File: src/rtl/piso_serializer.sv
// Parallel-in serial-out shifter with a valid/ready load port and a bit-rate strobe.
// Back-to-back words reload on the final-bit edge, so the serial stream has no gap.
module piso_serializer #(
  parameter int WIDTH     = 8,
  parameter int MSB_FIRST = 1
) (
  input  logic             clk,
  input  logic             rst,
  input  logic [WIDTH-1:0] din,
  input  logic             din_valid,
  output logic             din_ready,
  input  logic             shift_en,
  output logic             sout,
  output logic             sout_valid,
  output logic             sout_first,
  output logic             sout_last,
  output logic             busy
);

  localparam int CW = $clog2(WIDTH);
  localparam logic [CW-1:0] LAST = CW'(WIDTH - 1);

  typedef enum logic {
    IDLE  = 1'b0,
    SHIFT = 1'b1
  } state_t;

  state_t           state;
  logic [WIDTH-1:0] sreg;
  logic [WIDTH-1:0] sreg_next;
  logic [CW-1:0]    cnt;
  logic             shifting;
  logic             at_last;
  logic             out_bit;
  logic             xfer;

  assign shifting = (state == SHIFT);
  assign at_last  = shifting && (cnt == LAST);

  // Ready is combinational on the final bit so the next word lands on the same edge.
  assign din_ready = !rst && (!shifting || (at_last && shift_en));
  assign xfer      = din_valid && din_ready;

  always_comb begin
    sreg_next = sreg;
    out_bit   = 1'b1;
    if (MSB_FIRST != 0) begin
      sreg_next = {sreg[WIDTH-2:0], 1'b0};
      out_bit   = sreg[WIDTH-1];
    end else begin
      sreg_next = {1'b0, sreg[WIDTH-1:1]};
      out_bit   = sreg[0];
    end
  end

  always_ff @(posedge clk) begin
    if (rst) begin
      state <= IDLE;
      cnt   <= '0;
      sreg  <= '0;
    end else if (xfer) begin
      state <= SHIFT;
      cnt   <= '0;
      sreg  <= din;
    end else if (shifting && shift_en) begin
      if (at_last) begin
        state <= IDLE;
        cnt   <= '0;
      end else begin
        cnt  <= cnt + CW'(1);
        sreg <= sreg_next;
      end
    end
  end

  assign sout       = shifting ? out_bit : 1'b1;
  assign sout_valid = shifting;
  assign sout_first = shifting && (cnt == '0);
  assign sout_last  = at_last;
  assign busy       = shifting;

endmodule

File: config.mk
export PLATFORM = sky130hd
export DESIGN_NAME = piso_serializer
export DESIGN_NICKNAME = d
export VERILOG_FILES = /design/src/rtl/piso_serializer.sv
export SDC_FILE = /design/constraint.sdc
export NUM_CORES = 1
export LEC_CHECK = 0
export CAP_MARGIN = 10
export CORE_MARGIN = 2
export CORE_UTILIZATION = 46
export DETAILED_ROUTE_END_ITERATION = 8
export PLACE_DENSITY = 0.8
export SYNTH_ARGS = -nofsm -noshare
export SYNTH_HDL_FRONTEND = slang
export SYNTH_SLANG_ARGS = --single-unit
File: constraint.sdc
create_clock -name clk -period 1.8 [get_ports clk]
set_input_delay 0.45 -clock clk [delete_from_list [all_inputs] [get_ports clk]]
set_output_delay 0.45 -clock clk [all_outputs]
set_load 0.03 [all_outputs]
# Word level (Yosys, flattened, before mapping)
# Index checks and enable logic that the tools add are counted.
# classes
shift	0
magnitude_cmp	0
muxes	8
eq_ne	2
n_div	0
addsub	1
n_mul	0
bitwise	0
n_reduce_logical	15
# ops
op	count
$mux W8	3
$logic_and A1 B1 Y1	6
$mux W1	4
$reduce_and A2 Y1	2
$reduce_bool A2 Y1	2
$add A3 B1 Y3 const B	1
$eq A3 B3 Y1 const B	1
$logic_not A3 Y1	1
$mux W3	1
$logic_not A1 Y1	2
$ne A2 B1 Y1 const B	1
$reduce_or A2 Y1	1
$logic_or A1 B1 Y1	1
# totals
in_bits	12
memories	0
latch_bits	0
register_bits	12
rom_bits	0
out_inout_bits	6
ramBits	0

# Depth between registers and ports, before layout
# logic_depth
depth_word	8
mapped_depth	6
mapped_depth_nobuf	5

# Least setup slack after synthesis
# Ideal clock, no wire load.
# synth_path
path_type	register to output
startpoint	reg cnt[1]
endpoint	out din_ready
arrival_time_ns	1.354
setup_slack_ns	-0.004
path_buffers	1
stages_incl_launch_ff	6
required_ns	1.350
cell_sequence	dfxtp_1 -> ha_1 -> ha_1 -> a21boi_4 -> buf_2 -> nor2_1
# synth_between
elab_chain_len	5
# synth_lines
element	line	rtl
start: declaration	31	logic [CW-1:0] cnt;
start signal: assignment	70	cnt <= cnt + CW'(1);
$eq A3 B3 Y1	38	assign at_last = shifting && (cnt == LAST);
$logic_and A1 B1 Y1	38	
$logic_and A1 B1 Y1	41	assign din_ready = !rst && (!shifting || (at_last && shift_en));
$logic_or A1 B1 Y1	41	
$logic_and A1 B1 Y1	41	
end: declaration	11	output logic din_ready,
# No other way between the ends.

# Final worst setup path
# layout_path
startpoint	reg cnt[0]
endpoint	out din_ready
# Same word-level chain as after synthesis.

==> summary.md <==
| Metric | Value |
|---|---|
| Status | finished, final reports clean |
| Wire length on met2 | 779 µm |
| Antenna violations before repair | 0 |
| Seq/Total Area, Yosys | 0.342 |
| R2r endpoint | sreg[0] |
| Worst slew pin tran | 0.372 ns |
| Starting Density | 0.478 |
| CTS hold repair buffers | 0 |
| Hold Crit Class | register to register |
| Worst EP arrival | 1.30 ns |
| Syn Area/Cell | 9.13 µm² |
| Hold WS | 0.496 ns |
| Max Used Layer | met4 |
| CP Class | register to primary output |
| Reg area | 243 µm² |
| Syn Inst Count | 77 |
| Die Wd | 43.1 µm |
| First-pass GRT wire length | 2.62 mm |
| Final setup vio count | 0 |
| Synthesized cell area | 703 µm² |
| WP data required | 1.35 ns |
| Total Wirelength | 1.53 mm |
| Slew margin rel. | 0.752 |
| CTS max path bufs | 2 |
| Hold worst-path end | sreg[7] |
| GP Congestion | 0.785 |
| Pin count of the biggest net entering global routing | 9 |
| Die area | 1860 µm² |
| Final Max Tran Viols | 0 |
| Clock Skews | 0.00237 ns |
| WL/cell | 12.8 µm |
| Register bit total from synthesis | 12 |
| Worst r2r path cells | 7 |
| CTS sink cnt | 12 |
| Vias in the first global route | 640 |
| Final instance area | 985 µm² |
| VDD IR max | 0.555 mV |
| P per Cell Area | 668 nW/µm² |
| Synth Net Count | 92 |
| Hold Violations, Final | 0 |
| Die H | 43.1 µm |
| Router iterations before antenna repair | 4 |
| Vias post-DR | 662 |
| IO Count | 18 |
| Core box area | 1470 µm² |
| Worst Setup SP | cnt[0] |
| Final layout net count | 119 |
| Crit-path max FO | 6 |
| Worst Hold Depth | 2 |
| CTS Buf Count | 3 |
| Worst-Skew Late Latency | 0.28 ns |
| Fillers | 142 |
| Proportion of layout cells with a drive suffix above 1 | 0.320 |
| Flop-to-flop setup slack | 0.22 ns |
| Final Total Pwr | 0.658 mW |
| Highest clock rate | 0.572 GHz |
| DRC | 0 |
| Wl on met1 | 630 µm |
| H-tree Lvls | 1 |
| Number of core rows | 14 |
| Synth unique cells | 23 |
| MaxCap Viol Count | 0 |
| Setup_tns | 0 ns |
| Tmin final | 1.75 ns |
| Overall track demand over capacity in global routing | 0.197 |
| Area of the multi-input gates | 428 µm² |
| CTS root buffer | clkbuf_4 |
| ANT nets after route | 0 |
| Worst setup SP type | register |
| RSZ-0062 raised after global routing | yes |
| Placed inst area | 908 µm² |
| Buffers on Ports | 17 |
| CTS tree | yes |
| WL met3 | 83 µm |
| Grt ovf | 0 |
| Min-delay src | sreg[7] |
| Initial drt markers | 12 |
| Clock-pin slew on the worst setup and hold paths | 0.08 ns |
| Vias/cell | 5.56 |
| Worst setup EP type | primary output |
| Period utilization | 0.971 |
| Area delta synth->final | 40.0% |
| R2R Path Start | cnt[0] |
| Dpl hpwl | 1.17 mm |
| Diodes inserted | 0 |
| Yosys Warn Count | 0 |
| Leakage Power | 0.393 nW |
## flip-flops by register name, indices dropped and copies added, names as in the netlist
name,flops
sreg,8
cnt,3
busy,1
## cell usage in the layout (no fill, tap or decap)
master and count:
nor2_1 4, a21boi_4 1, nand2b_4 1, and2_1 1
a311oi_2 7, or2_1 1, nand3b_1 1, and3b_1 1
mux2i_1 1, a21oi_1 3, dlygate4sd2_1 5, o211ai_1 1
and4b_1 2, clkdlybuf4s50_1 9, clkbuf_4 3, or3b_1 1
nand2_1 16, dfxtp_2 2, nand2b_1 1, inv_1 2
buf_4 14, nor2_2 1, dfxtp_1 10, buf_6 1
nor3_1 10, clkbuf_8 1, ha_1 1, ha_4 2
## how the worst max path moves through the flow
stage / to / depth (start not counted) / slack, ns
floorplan: din_ready / 5 / 0.13
global placement: sreg[0] / 5 / -0.06
detailed placement: sreg[0] / 5 / -0.10
CTS: din_ready / 5 / 0.02
global route: din_ready / 5 / -0.006
finish: din_ready / 5 / 0.05
## routing by layer
metal	GRT usage	vias to the layer above
met5	0	-
met4	0.0970	0
met3	0.0766	5
met2	0.337	19
met1	0.206	314
li1	-	324
## cells in the mapped netlist (all sizes together)
library cell | number | area share
or3b | 1 | 0.012
ha | 3 | 0.053
mux2i | 1 | 0.014
inv | 2 | 0.011
nor3 | 10 | 0.071
and4b | 2 | 0.028
nand3b | 1 | 0.011
a21boi | 1 | 0.027
dfxtp | 12 | 0.34
buf | 6 | 0.073
clkbuf | 1 | 0.0053
or2 | 1 | 0.0089
nor2 | 5 | 0.027
nand2 | 16 | 0.085
o211ai | 1 | 0.011
nand2b | 2 | 0.028
a21oi | 3 | 0.021
and3b | 1 | 0.012
and2 | 1 | 0.0089
a311oi | 7 | 0.15
## timing repair
item                       CTS  global route
pin swaps                    1             1
resized for setup           10             2
buffers inserted             1             1
setup endpoints to repair    5             1
hold endpoints to repair     0             0
## area by class of cell
cell class              instances  area share
multi-input cells              56       0.435
flip-flops and latches         12       0.247
inverters                       2     0.00762
well taps                      16      0.0203
clock buffers                   4      0.0368
repair buffers                 29       0.254
## critical path, cell delays in order (launching register included)
cell and delay, ns:
dfxtp_2 0.34, ha_4 0.16, ha_4 0.17, a21boi_4 0.14, nor2_2 0.07, buf_6 0.13
## cell families after synthesis
family / after synthesis / share of synthesized area
and+or+nand+nor: 40 / 0.294
AOI/OAI and AO/OA: 12 / 0.208
DFF: 12 / 0.342
buffers and inverters: 9 / 0.0890
adders and majority gates: 3 / 0.0534
muxes: 1 / 0.0142
## where the power goes
group | total [mW] | switching [mW] | internal, mW
registers | 0.291 | 0.0100 | 0.281
clock network | 0.219 | 0.0953 | 0.123
logic | 0.148 | 0.0745 | 0.0740
## metrics by stage
step                      std cells  worst slack, ns  utilization
after floorplan                  77            0.131            -
after global placement          113          -0.0577        0.617
after detailed placement        113           -0.105        0.617
after CTS                       118           0.0179        0.656
after global routing            119         -0.00605        0.669
final                           119           0.0516        0.669
Power figures use the tool's default switching activity.
